`config.mk`:
```
export PLATFORM = sky130hd
export DESIGN_NAME = monster_sprite_gen
export DESIGN_NICKNAME = d
export VERILOG_FILES = /design/src/rtl/monster_sprite_gen.sv
export SDC_FILE = /design/constraint.sdc
export NUM_CORES = 1
export LEC_CHECK = 0
export BUFFER_PORTS_ARGS = -buffer_cell sky130_fd_sc_hd__buf_2
export CORE_MARGIN = 2
export CORE_UTILIZATION = 54
export CTS_CLUSTER_DIAMETER = 30
export CTS_CLUSTER_SIZE = 40
export DETAILED_ROUTE_END_ITERATION = 6
export GPL_TIMING_DRIVEN = 0
export PLACE_DENSITY = 0.89
export SETUP_SLACK_MARGIN = 0.02
export SYNTH_ARGS = -nofsm -noshare
export SYNTH_HDL_FRONTEND = slang
export SYNTH_SLANG_ARGS = --single-unit
```
`constraint.sdc`:
```
create_clock -name clk -period 2.7 [get_ports clk]
set_input_delay 0.135 -clock clk [delete_from_list [all_inputs] [get_ports clk]]
set_output_delay 0.135 -clock clk [all_outputs]
set_load 0.01 [all_outputs]
```
`src/rtl/monster_sprite_gen.sv`:
```
// Purpose: monster sprite pixel source. Owns patrol motion, hit points, hurt-flash blinking and death.
// Latency: 2 clk from h_cnt/v_cnt to pixel_monster (ROM read plus output register).
// Backpressure: none. The pixel stream is free-running. enable=0 freezes per-frame state updates only.
//
// Ports:
//   clk, rst         - clock and synchronous active-high reset
//   h_cnt, v_cnt     - VGA scan position
//   valid            - VGA active-area flag
//   enable           - game running
//   hit              - one-clk weapon-hit pulse
//   rom_addr         - combinational sprite ROM address
//   rom_data         - ROM data, returned 1 clk after rom_addr
//   pixel_monster    - pixel to the mixer (0 = none)
//   monster_x/_y     - registered top-left position
//   alive            - 1 while not dead
//   dead_pulse       - one-clk pulse on entering DEAD
module monster_sprite_gen #(
  parameter int          X_INIT       = 200,
  parameter int          Y_INIT       = 240,
  parameter int          X_MIN        = 40,
  parameter int          X_MAX        = 568,
  parameter int          SPEED        = 2,
  parameter int          HP_INIT      = 3,
  parameter int          FLASH_FRAMES = 16,
  parameter int          SPR_W        = 32,
  parameter int          SPR_H        = 32,
  parameter logic [11:0] KEY_COLOR    = 12'h0F0
) (
  input  logic        clk,
  input  logic        rst,
  input  logic [9:0]  h_cnt,
  input  logic [9:0]  v_cnt,
  input  logic        valid,
  input  logic        enable,
  input  logic        hit,
  output logic [9:0]  rom_addr,
  input  logic [11:0] rom_data,
  output logic [11:0] pixel_monster,
  output logic [9:0]  monster_x,
  output logic [9:0]  monster_y,
  output logic        alive,
  output logic        dead_pulse
);

  localparam int XW = $clog2(SPR_W);
  localparam int FW = $clog2(FLASH_FRAMES + 1);

  typedef enum logic [1:0] {PATROL_R, PATROL_L, HURT, DEAD} state_t;

  state_t        state, state_nx;
  logic [9:0]    x_q, x_nx, y_q;
  logic          dir_r, dir_nx;          // 1 = heading right
  logic [3:0]    hp, hp_nx;
  logic [FW-1:0] flash_cnt, flash_nx;
  logic          hit_pending, hit_pending_nx, hit_ok, hit_eff;
  logic          cond, cond_q, cond_qq, frame_tick;
  logic          in_box, blink_on, draw_q;
  logic [9:0]    rel_x, rel_y;

  // Frame boundary detect. Registering cond and edge-detecting it gives one
  // tick per frame even when the pixel counters hold for several clocks.
  assign cond       = (v_cnt == 10'd480) && (h_cnt == 10'd0);
  assign frame_tick = cond_q & ~cond_qq;

  // Compare in 11 bits so the box edge cannot wrap near the right of the screen.
  assign in_box = valid &&
                  ({1'b0, h_cnt} >= {1'b0, x_q}) &&
                  ({1'b0, h_cnt} <  ({1'b0, x_q} + 11'(SPR_W))) &&
                  ({1'b0, v_cnt} >= {1'b0, y_q}) &&
                  ({1'b0, v_cnt} <  ({1'b0, y_q} + 11'(SPR_H)));

  assign rel_x    = h_cnt - x_q;
  assign rel_y    = v_cnt - y_q;
  // SPR_W is a power of two, so the row multiply is a shift.
  assign rom_addr = in_box ? ((rel_y << XW) + rel_x) : 10'd0;

  assign alive    = (state != DEAD);
  assign blink_on = (state == HURT) ? ~flash_cnt[1] : 1'b1;

  assign monster_x = x_q;
  assign monster_y = y_q;

  // A hit pulse in the same clk as frame_tick is folded in before evaluation.
  assign hit_ok  = hit && enable && ((state == PATROL_R) || (state == PATROL_L));
  assign hit_eff = hit_pending | hit_ok;

  always_comb begin
    state_nx       = state;
    x_nx           = x_q;
    dir_nx         = dir_r;
    hp_nx          = hp;
    flash_nx       = flash_cnt;
    hit_pending_nx = frame_tick ? 1'b0 : hit_eff;

    if (frame_tick && enable) begin
      unique case (state)
        PATROL_R: begin
          if (hit_eff) begin
            hp_nx = hp - 4'd1;
            if (hp == 4'd1) begin
              state_nx = DEAD;
            end else begin
              state_nx = HURT;
              flash_nx = FW'(FLASH_FRAMES);
            end
          end else if (({1'b0, x_q} + 11'(SPEED)) >= 11'(X_MAX)) begin
            x_nx     = 10'(X_MAX);
            dir_nx   = 1'b0;
            state_nx = PATROL_L;
          end else begin
            x_nx = x_q + 10'(SPEED);
          end
        end
        PATROL_L: begin
          if (hit_eff) begin
            hp_nx = hp - 4'd1;
            if (hp == 4'd1) begin
              state_nx = DEAD;
            end else begin
              state_nx = HURT;
              flash_nx = FW'(FLASH_FRAMES);
            end
          end else if ({1'b0, x_q} <= (11'(X_MIN) + 11'(SPEED))) begin
            x_nx     = 10'(X_MIN);
            dir_nx   = 1'b1;
            state_nx = PATROL_R;
          end else begin
            x_nx = x_q - 10'(SPEED);
          end
        end
        HURT: begin
          flash_nx = flash_cnt - FW'(1);
          // Leaving on the tick that brings the count to zero.
          if (flash_cnt <= FW'(1)) begin
            flash_nx = '0;
            state_nx = dir_r ? PATROL_R : PATROL_L;
          end
        end
        default: ; // DEAD is terminal until reset
      endcase
    end
  end

  always_ff @(posedge clk) begin
    if (rst) begin
      state         <= PATROL_R;
      x_q           <= 10'(X_INIT);
      y_q           <= 10'(Y_INIT);
      dir_r         <= 1'b1;
      hp            <= 4'(HP_INIT);
      flash_cnt     <= '0;
      hit_pending   <= 1'b0;
      cond_q        <= 1'b0;
      cond_qq       <= 1'b0;
      draw_q        <= 1'b0;
      pixel_monster <= 12'h0;
      dead_pulse    <= 1'b0;
    end else begin
      state         <= state_nx;
      x_q           <= x_nx;
      dir_r         <= dir_nx;
      hp            <= hp_nx;
      flash_cnt     <= flash_nx;
      hit_pending   <= hit_pending_nx;
      cond_q        <= cond;
      cond_qq       <= cond_q;
      // Stage 1 runs alongside the ROM read; stage 2 applies the colour key.
      draw_q        <= in_box && alive && blink_on;
      pixel_monster <= (draw_q && (rom_data != KEY_COLOR)) ? rom_data : 12'h0;
      dead_pulse    <= (state_nx == DEAD) && (state != DEAD);
    end
  end

endmodule
```
# == After elaboration in Yosys (flattened, before gate mapping) ==
# Cells that the tools add are included.
# op_classes
add_sub_neg,9
order_cmp,7
eq_ne,13
muxes,25
n_bitwise,5
reduce_logical,24
# ops
op,n
10-bit 2-to-1 mux,5
10-bit one-hot mux with 2 select lines,1
5-bit 2-to-1 mux,3
1-bit logical AND,12
2-bit 2-to-1 mux,6
12-bit by 8-bit inequality test with 1-bit output (second input constant),1
10-bit by 2-bit adder with 11-bit output (second input constant),1
10-bit by 6-bit adder with 11-bit output (second input constant),1
11-bit by 10-bit >= comparator with 1-bit output (second input constant),1
10-bit by 11-bit < comparator with 1-bit output,1
10-bit adder,1
10-bit by 2-bit adder with 10-bit output (second input constant),1
10-bit by 9-bit equality test with 1-bit output (second input constant),1
10-bit >= comparator,1
10-bit by 8-bit >= comparator with 1-bit output (second input constant),1
10-bit by 6-bit <= comparator with 1-bit output (second input constant),1
10-bit zero test,1
10-bit by 9-bit < comparator with 1-bit output (second input constant),1
5-bit one-hot mux with 2 select lines,1
10-bit subtractor,1
10-bit by 2-bit subtractor with 10-bit output (second input constant),1
2-bit inequality test (second input constant),4
4-bit AND reduction,2
1-bit 2-to-1 mux,7
19 further kinds,27
# totals
regBits,39
in_bits,37
out_inout_bits,44
wordCells,94

# == Depth between registers and ports, before layout ==
# Gate-level depths: netlist (run 1).
# depth
word_depth,9
ltp_mapped,11
ltp_nobuf,11

# == Worst setup path after synthesis (run 1) ==
# No wires, ideal clock.
# synth_path
kind,register to output
startpoint,"register x_q[1], in the netlist monster_x[1]"
endpoint,output port rom_addr[9]
arrival_ns,2.344
required_time_ns,2.565
path_slack_ns,0.221
path_stages_with_launch,12
path_buffers,0
cell_sequence,dfxtp_1 inv_1 ha_1 ha_1 inv_1 fa_1 nor2b_1 o21ai_0 a21oi_1 o41ai_1 xnor2_1 nor2_1
# synth_between
elab_chain_cells,6
elab_cells_between_ends,10
cone_classes,3 x add/sub; 2 x order compare; 1 x mux; 4 x reduce/logical
# synth_rtl
element,line,text
from (decl),51,"logic [9:0] x_q, x_nx, y_q;"
from (signal assigned),147,x_q <= 10'(X_INIT);
from (signal assigned),160,x_q <= x_nx;
10-bit by 6-bit adder with 11-bit output or 10-bit >= comparator (tied branches),"68, 67",
10-bit by 11-bit < comparator with 1-bit output or 1-bit logical AND (tied branches),"68, 66",
1-bit logical AND,67,"({1'b0, h_cnt} >= {1'b0, x_q}) &&"
1-bit logical AND,68,"({1'b0, h_cnt} < ({1'b0, x_q} + 11'(SPR_W))) &&"
1-bit logical AND,69,"({1'b0, v_cnt} >= {1'b0, y_q}) &&"
10-bit 2-to-1 mux *,75,assign rom_addr = in_box ? ((rel_y << XW) + rel_x) : 10'd0;
to (decl),36,"output logic [9:0] rom_addr,"
# Mark *: on every way between the ends. The rest lies on a longest branch, timed or not.

# == Final worst setup path (run 1) ==
# layout_path
startpoint,"register x_q[5], in the netlist monster_x[5]"
endpoint,output port rom_addr[9]
# The elaborated chain is that of the path after synthesis.

==> impl_metrics.py, run 1 <==
metrics = {
    "pwr": {
        "power_density_nw_per_um2": 318.9,
        "clock_power_share_pct": 37.3,
        "irDropWorstVdd_mv": 0.2847,
        "internal-power_mw": 0.9515,
        "leakage_nw": 1.831,
        "power_frac_comb_pct": 20.0,
        "p_switching_mw": 0.3558,
        "switching_share_pct": 27.22,
        "p_seq_share_pct": 42.7,
    },
    "drt": {
        "firstDrtPassIters": 5,
        "wl_met2_um": 4638,
        "wire_per_inst_um": 16.40,
        "drt-total-wl_um": 9378,
        "wl_met1_um": 3825,
        "maxUsedRoutingLayer": "met4",
        "ant_nets": 0,
        "drtIter0Drc": 305,
        "viasPerCell": 5.860,
        "vias": 3352,
        "wl_met3_um": 605,
        "drc": 0,
    },
    "clock_tree": {
        "holdBufCountCts": 0,
        "clock_path_buffers": 2,
        "cts_max_level": 2,
        "cts_buffers": 5,
        "cts_tree": "built",
        "clock-sinks": 38,
        "cts_root_buf": "clkbuf_8",
        "clk_pin_slew_ps": 80,
        "clkLatencyLatePin_ps": 300,
    },
    "floorplan": {
        "die-area_um2": 6542,
        "fp.dieH_um": 80.88,
        "die_w_um": 80.88,
        "io_pins": 81,
        "core_um2": 5816,
        "row_count": 28,
        "initial_core_util_pct": 54.88,
    },
    "critical_path": {
        "r2r_end": "dead_pulse",
        "crit_path_end_kind": "output pin",
        "critical_path_arrival_ps": 2610,
        "path_class": "reg2out",
        "cp-start-kind": "flip-flop",
        "cp_max_fo": 7,
        "reg2reg_slack_ps": 380,
        "required_ps": 2570,
        "rr_worst_depth": 9,
        "r2r_start": "monster_x[2]",
    },
    "final_layout": {
        "layout-drive-gt1-share_pct": 30.99,
        "final_util_pct": 70.48,
        "regArea_um2": 778.2,
        "fin_nets": 574,
        "multi_input_comb_area_um2": 2330,
        "n_fill_cell": 442,
        "num_antenna_cells": 0,
        "area_growth_pct": 28.42,
    },
    "yosys": {
        "syn-instance-count": 395,
        "synthFlopType": "dfxtp_1",
        "synth_compound_area_share_pct": 18.07,
        "synth_fa_ha_area_share_pct": 18.19,
        "post-synth-top-count-cell": "nor2_1",
        "avgSynthCellArea_um2": 8.081,
        "ys_types": 65,
        "synthesis.area_um2": 3192,
        "yosys_warnings": 0,
        "ys_ff_latch": 38,
        "synth_top_family_by_area": "simple AND/OR/NAND/NOR gates",
        "synthMuxAreaShare_pct": 0.3136,
        "synth_area_leaders": "dfxtp_1 (24%), ha_1 (13%), fa_1 (5.6%)",
        "synth-seq-area-share_pct": 23.83,
        "yosys-top-cells-count": "nor2_1 (40), dfxtp_1 (38), ha_1 (32)",
        "synth_top_area_share_pct": 23.83,
        "synth_largest_area_cell": "dfxtp_1",
        "synth_xor_area_share_pct": 5.488,
        "synth_enable_flop_cells": 0,
        "yosys.area_share.simple_pct": 24.89,
        "synthArstFlopShare_pct": 0,
    },
    "grt": {
        "grt_pass1_vias": 3068,
        "antenna_found_initial": 0,
        "grt.overflow.total": 0,
        "grt_pass1_wl_um": 13860,
        "globalRouteTotalUtil_pct": 26.77,
        "grt_max_degree": 13,
    },
    "placement": {
        "dp_hpwl_um": 6514,
        "place_ws_ps": -203.6,
        "port_buffers": 68,
        "gp_congestion": 0.9498,
    },
    "timing": {
        "worst_pin_slew_ps": 943.2,
        "max_freq_mhz": 364.0,
        "skew_ps": 6.965,
        "hold_viol": 0,
        "min_period_ps": 2747,
        "setup-violations-final": 1,
        "timing.hold.ws_ps": 44.79,
        "fin_ws_ps": -47.18,
        "grt_setup_unrepaired": "true",
        "drv_slew": 0,
        "slew_headroom_pct": 36.54,
        "finalCritPeriodShare_pct": 101.7,
    },
    "job": {
        "maxCapViolCount": 0,
    },
    "hold_path": {
        "holdPathStages": 2,
        "holdCritStartpoint": "rom_data[4]",
        "min_to": "pixel_monster[4]",
        "hold_class": "in2reg",
    },
    "outcome": {
        "violations": "setup timing",
        "status": "complete, but fails checks",
    },
}
==> metrics by stage <==
| stage | area (um^2) | std cells | total power [mW] | setup TNS, ps |
|---|---|---|---|---|
| 2_1_floorplan | 3233 | 406 | 0.7145 | 0 |
| 3_3_place_gp | 3667 | 549 | 0.7704 | -145.0 |
| 3_5_place_dp | 3667 | 549 | 0.7816 | -614.5 |
| 4_1_cts | 3965 | 568 | 1.278 | 0 |
| 5_1_grt | 4099 | 572 | 1.359 | -345.8 |
| 6_report | 4099 | 572 | 1.307 | -47.18 |
==> worst max-delay path, stage by stage (launching register included) <==
cell and delay, ps:
dfxtp_4 410, clkinvlp_4 140, fa_1 570, ha_4 240
o21ai_1 180, a21oi_2 80, o41ai_2 270, xnor2_1 130
nor2_1 130, buf_2 150
==> power by group through the flow <==
stage                     Clock (mW)  Sequential [mW]  Combinational (mW)
final                          0.488            0.559               0.261
after global routing           0.518            0.559               0.283
after CTS                      0.495            0.559               0.224
after detailed placement           0            0.575               0.207
after global placement             0            0.575               0.196
after floorplan                    0            0.575               0.140
==> routing by layer <==
metal	vias up	track usage, %
li1	1581	-
met1	1556	32.64
met2	180	47.69
met3	35	3.333
met4	0	10.68
met5	-	0
==> logic make-up (layout without fill, tap and decap cells) <==
kind of cell    after synthesis  in the layout
xor+xnor                     20             20
simple gates                150            150
flops                        38             38
mux                           1              1
other cells                   2             13
fa+ha+maj                    41             41
compound gates               84             84
buf+inv                      59            150
==> cell usage in the layout, fill, tap and decap left out, types with 6 or more instances in the layout <==
cell type  Yosys  routed
a21oi_1       18      16
buf_2          4      69
fa_1           9       7
inv_1         30      25
dfxtp_1       38      30
nor4_1         7       7
o21ai_0       21      17
xor2_1         6       6
and2_1        13      13
conb_1         2      13
nand2_1       16      16
ha_1          32      26
buf_6          2       7
xnor2_1       14      14
nor2_1        40      38
nor2b_1        7       6
nor3_1        20      20
nand3_1       12      12
clkbuf_1       6       6
ha_4           0       6
buf_4         12      25
==> timing repair <==
item | CTS | global route
pin swaps | 7 | 13
endpoints found under the setup margin | 10 | 10
endpoints found under the hold margin | 0 | 0
gates resized for setup | 33 | 27
gates cloned | 1 | 0
setup buffers | 10 | 4
==> how the worst max path moves through the flow <==
stage	start	end	slack [ps]	cells past startpoint
after floorplan	monster_x[1]	rom_addr[9]	220	11
after global placement	monster_x[2]	rom_addr[9]	-110	10
after detailed placement	monster_x[1]	rom_addr[9]	-200	12
after CTS	monster_x[3]	rom_addr[4]	20	11
after global routing	monster_x[5]	rom_addr[9]	-130	9
final	monster_x[5]	rom_addr[9]	-50	9
==> final cells by class <==
type	count	share of cell area, %
inverters	34	3.663
clock buffers	5	1.679
well taps	75	2.289
plain buffers	25	4.426
repair buffers	83	11.14
flip-flops and latches	38	18.99
clock inverters	3	0.9768
multi-input cells	309	56.84
==> flip-flops by register name (all words and copies together), names as in the netlist <==
signal and count:
cond_q 1, state 2, draw_q 1, monster_x 9, hit_pending 1, cond_qq 1
dir_r 1, pixel_monster 12, dead_pulse 1, hp 4, flash_cnt 5
Power figures use the tool's default switching activity.
==> run 2: changes to the inputs <==
Settings changed: BUFFER_PORTS_ARGS -buffer_cell sky130_fd_sc_hd__buf_2 to -buffer_cell sky130_fd_sc_hd__buf_4, CTS_CLUSTER_DIAMETER 30 to 60.
==> run 2 against run 1 <==
Effect of this change: the run still ends with setup timing left; power is 4.0% higher; worst setup slack better by 22 ps; die area stayed put; final area is 4.5% higher; count of clock-buffer cells in the layout stayed put; final cell count is 0.70% lower; sequential cell count stayed put; register-to-register slack worse by 80 ps; first-iteration DRC count is 42% lower; non-clock buffer count is 4 lower; clock skew is 3.3 ps higher; sequential share of layout area is 0.75 points lower; critical endpoint is now rom_addr[8]; largest power group unchanged.
==> impl_metrics.py, run 2 (synthesized netlist as in run 1, its figures left out) <==
metrics = {
    "grt": {
        "grt_max_degree": 14,
        "antenna_found_initial": 0,
        "grt_pass1_vias": 3241,
        "grt.overflow.total": 0,
        "globalRouteTotalUtil_pct": 27.26,
        "grt_pass1_wl_um": 14220,
    },
    "timing": {
        "fin_tns_setup_ps": -25.75,
        "setup-violations-final": 2,
        "min_period_ps": 2725,
        "finalCritPeriodShare_pct": 100.9,
        "hold_viol": 0,
        "slew_headroom_pct": 29.87,
        "drv_slew": 0,
        "worst_pin_slew_ps": 1042,
        "grt_setup_unrepaired": "true",
        "fin_ws_ps": -25.46,
        "skew_ps": 10.28,
        "max_freq_mhz": 366.9,
    },
    "critical_path": {
        "required_ps": 2570,
        "rr_worst_depth": 12,
        "crit_path_end_kind": "output pin",
        "critical_path_arrival_ps": 2590,
        "path_class": "reg2out",
        "cp_max_fo": 2,
        "cp-start-kind": "flip-flop",
    },
    "placement": {
        "dp_hpwl_um": 6537,
        "gp_congestion": 1.014,
        "dp.cells": 549,
        "port_buffers": 68,
    },
    "floorplan": {
        "initial_core_util_pct": 54.88,
        "die-area_um2": 6542,
        "die_w_um": 80.88,
        "io_pins": 81,
        "fp.dieH_um": 80.88,
        "core_um2": 5816,
        "row_count": 28,
    },
    "clock_tree": {
        "clock_path_buffers": 2,
        "cts_buffers": 5,
        "clock-sinks": 38,
        "cts_root_buf": "clkbuf_8",
        "holdBufCountCts": 0,
        "clkLatencyLatePin_ps": 300,
        "cts_max_level": 2,
        "clk_pin_slew_ps": 90,
        "cts_tree": "built",
    },
    "final_layout": {
        "largest_register_ffs": 12,
        "layout-drive-gt1-share_pct": 32.05,
        "final_cell_mix": "buf_4 (88), nor2_1 (35), dfxtp_1 (30)",
        "num_antenna_cells": 0,
        "largest-register": "pixel_monster",
        "layout_commonest_cell": "buf_4",
        "fin_nets": 570,
        "area_growth_pct": 34.14,
        "final_cells": 568,
    },
    "pwr": {
        "leakage_nw": 1.839,
        "power_density_nw_per_um2": 317.5,
        "irDropWorstVdd_mv": 0.3603,
    },
    "hold_path": {
        "holdPathStages": 2,
        "hold_class": "in2reg",
    },
    "drt": {
        "firstDrtPassIters": 5,
        "drc": 0,
        "drtIter0Drc": 178,
        "vias": 3381,
        "viasPerCell": 5.952,
        "wire_per_inst_um": 17.51,
        "ant_nets": 0,
        "drt-total-wl_um": 9947,
    },
    "outcome": {
        "violations": "setup timing",
        "status": "complete, but fails checks",
    },
    "job": {
        "maxCapViolCount": 0,
    },
}
-- run 2: changes by cell type in the layout (fill, tap and decap cells not counted), moves of 3 or more --
cell / delta
buf_2: -68
nor2_4: +4
nor2_1: -3
buf_4: +63
-- run 2: worst max-delay path: stages (launching register included) --
cell and delay [ps]:
dfxtp_4 360, clkinvlp_4 90, ha_4 140, inv_2 50
fa_1 490, nor2b_1 60, o21ai_2 190, a21oi_2 130
o41ai_2 410, xnor2_1 170, nor2_1 60, buf_4 140
-- run 2: where the power goes --
group | internal, mW | switching, mW | leakage, nW | total [mW]
registers | 0.557 | 0.000637 | 0.310 | 0.557
logic | 0.143 | 0.158 | 1.48 | 0.301
clock network | 0.275 | 0.226 | 0.0504 | 0.501
-- run 2: cell type report --
class,instances,area [um^2]
buffer,25,173.9
clock buffer,5,68.82
clock inverter,3,45.04
fill,410,1534
inverter,34,137.6
multi-input combinational,309,2374
sequential,38,780.7
tap,75,93.84
timing repair buffer,79,608.1
-- run 2: final timing paths --
| kind | from | to | slack, ps |
|---|---|---|---|
| worst min register to register | dir_r | dir_r | 480 |
| worst min-delay path | rom_data[11] | pixel_monster[11] | 40 |
| worst max-delay path | monster_x[1] | rom_addr[8] | -30 |
| worst max register to register | monster_x[6] | draw_q | 300 |
-- run 2: what timing repair did --
item,in CTS,in global routing
gates resized for setup,35,36
buffers inserted,8,2
gates cloned,1,0
pin swaps,9,16
setup endpoints to repair,10,10
-- run 2: per-stage QoR --
stage | util (%) | power (mW) | setup slack (ps) | hold slack, ps | cell area, um^2
floorplan | - | 0.7145 | 220.9 | 256.7 | 3233
global placement | 65.99 | 0.7856 | -112.8 | 345.5 | 3837
detailed placement | 65.99 | 0.7964 | -247.5 | 350.2 | 3837
CTS | 70.91 | 1.302 | -24.60 | 39.56 | 4124
global route | 73.62 | 1.399 | -175.9 | 46.01 | 4282
finish | 73.62 | 1.359 | -25.46 | 41.86 | 4282
-- run 2: metal layers --
layer,GRT usage [%],share of wire (%),up-vias
li1,-,-,1569
met1,32.30,39,1597
met2,48.68,51,177
met3,3.778,6.8,38
met4,12.37,3.7,0
met5,0,0,-
==> run 3: changes to the inputs <==
Settings changed: PLACE_DENSITY 0.89 to 0.78.
==> run 3 against run 2 <==
Effect of this change: the run still ends with setup timing left; maximum frequency up 0.67%; sequential cell count unchanged; critical endpoint is now rom_addr[9]; sequential power about the same; largest power group is now clock; critical path depth down 2.
==> impl_metrics.py, run 3 (synthesized netlist as in run 1, its figures left out) <==
metrics = {
    "outcome": {
        "status": "complete, but fails checks",
        "violations": "setup timing",
    },
    "pwr": {
        "power_density_nw_per_um2": 331.0,
        "irDropWorstVdd_mv": 0.3221,
        "finalPower_mw": 1.414,
        "leakage_nw": 1.866,
    },
    "placement": {
        "port_buffers": 68,
        "gp_congestion": 0.9762,
        "dp_hpwl_um": 6432,
        "dp.cells": 549,
    },
    "drt": {
        "drt-total-wl_um": 9116,
        "wl_met3_um": 512,
        "wire_per_inst_um": 15.94,
        "ant_nets": 0,
        "viasPerCell": 5.622,
        "wl_met1_um": 3882,
        "firstDrtPassIters": 4,
        "drc": 0,
        "vias": 3216,
        "drtIter0Drc": 167,
        "wl_met2_um": 4473,
        "maxUsedRoutingLayer": "met4",
    },
    "floorplan": {
        "die-area_um2": 6542,
        "io_pins": 81,
        "core_um2": 5816,
        "initial_core_util_pct": 54.88,
        "fp.dieH_um": 80.88,
        "row_count": 28,
        "die_w_um": 80.88,
    },
    "grt": {
        "grt.overflow.total": 0,
        "grt_pass1_vias": 2966,
        "globalRouteTotalUtil_pct": 26.45,
        "grt_max_degree": 14,
        "grt_pass1_wl_um": 13640,
        "antenna_found_initial": 0,
    },
    "final_layout": {
        "final_cells": 572,
        "largest_register_ffs": 12,
        "final_util_pct": 73.47,
        "largest-register": "pixel_monster",
        "layout_commonest_cell": "buf_4",
        "num_antenna_cells": 0,
        "final_cell_mix": "buf_4 (95), nor2_1 (36), dfxtp_1 (30)",
        "layout-drive-gt1-share_pct": 31.19,
        "fin_nets": 574,
        "area_growth_pct": 33.87,
    },
    "clock_tree": {
        "clkLatencyLatePin_ps": 290,
        "clock-sinks": 38,
        "cts_max_level": 2,
        "cts_root_buf": "clkbuf_8",
        "cts_tree": "built",
        "cts_buffers": 5,
        "clock_path_buffers": 2,
        "clk_pin_slew_ps": 80,
    },
    "job": {
        "maxCapViolCount": 0,
    },
    "critical_path": {
        "required_ps": 2570,
        "cp_max_fo": 7,
        "path_class": "reg2out",
        "critical_path_arrival_ps": 2570,
        "crit_path_end_kind": "output pin",
        "cp-start-kind": "flip-flop",
    },
    "timing": {
        "setup-violations-final": 2,
        "max_freq_mhz": 369.4,
        "slew_headroom_pct": 29.77,
        "drv_slew": 0,
        "fin_tns_setup_ps": -13.18,
        "fin_ws_ps": -7.364,
        "skew_ps": 9.388,
        "min_period_ps": 2707,
        "hold_viol": 0,
        "worst_pin_slew_ps": 1044,
        "timing.hold.ws_ps": 45.74,
        "grt_setup_unrepaired": "true",
        "finalCritPeriodShare_pct": 100.3,
    },
    "hold_path": {
        "hold_class": "in2reg",
    },
}
-- run 3: changes by cell type in the layout (fill, tap and decap cells not counted), moves of 2 or more --
cell and change:
nor2_4 -4, nor2_2 +3, buf_4 +7, buf_6 -3, inv_2 -2
-- run 3: timing repair --
action | 4_1_cts | 5_1_grt
pin swaps | 10 | 12
buffers inserted | 10 | 4
endpoints found under the setup margin | 10 | 10
hold buffers | 0 | 0
cloned | 1 | 0
gates resized for setup | 34 | 21
-- run 3: layout make-up --
class / count / area, um^2
multi-input cells: 309 / 2316
fillers: 461 / 1543
flip-flops and latches: 38 / 778.2
repair buffers: 83 / 626.9
plain buffers: 25 / 173.9
inverters: 34 / 146.4
well taps: 75 / 93.84
clock buffers: 5 / 68.82
clock inverters: 3 / 68.82
-- run 3: per-stage QoR --
step / cell area, um^2 / setup WS, ps
detailed placement: 3837 / -176.0
global placement: 3837 / -119.3
finish: 4273 / -7.364
floorplan: 3233 / 220.9
CTS: 4169 / 20.14
global route: 4273 / -80.86
-- run 3: report_power, final --
group | switching (mW) | internal [mW] | total, mW
registers | 0.000733 | 0.558 | 0.559
clock network | 0.217 | 0.370 | 0.588
logic | 0.135 | 0.133 | 0.268
total | 0.353 | 1.06 | 1.41
-- run 3: worst max-delay path: stages, from the launching register on --
cell and delay [ps]:
dfxtp_4 410, clkinvlp_4 150, fa_1 600, ha_4 240, o21ai_2 150, a21oi_2 70, o41ai_2 320, xnor2_1 160
nor2_1 50, buf_4 130
-- run 3: worst paths after layout --
| path | start | end | slack [ps] | depth (start not counted) |
|---|---|---|---|---|
| worst max-delay path | monster_x[5] | rom_addr[9] | -7 | 9 |
| worst min-delay path | rom_data[5] | pixel_monster[5] | 50 | 2 |
| worst max register to register | monster_x[1] | draw_q | 220 | 12 |
| worst min register to register | dir_r | dir_r | 480 | 2 |
-- run 3: routing by layer --
layer	global-route usage, %	vias to the layer above
li1	-	1579
met1	33.68	1491
met2	45.95	122
met3	3.556	24
met4	8.983	0
met5	0	-
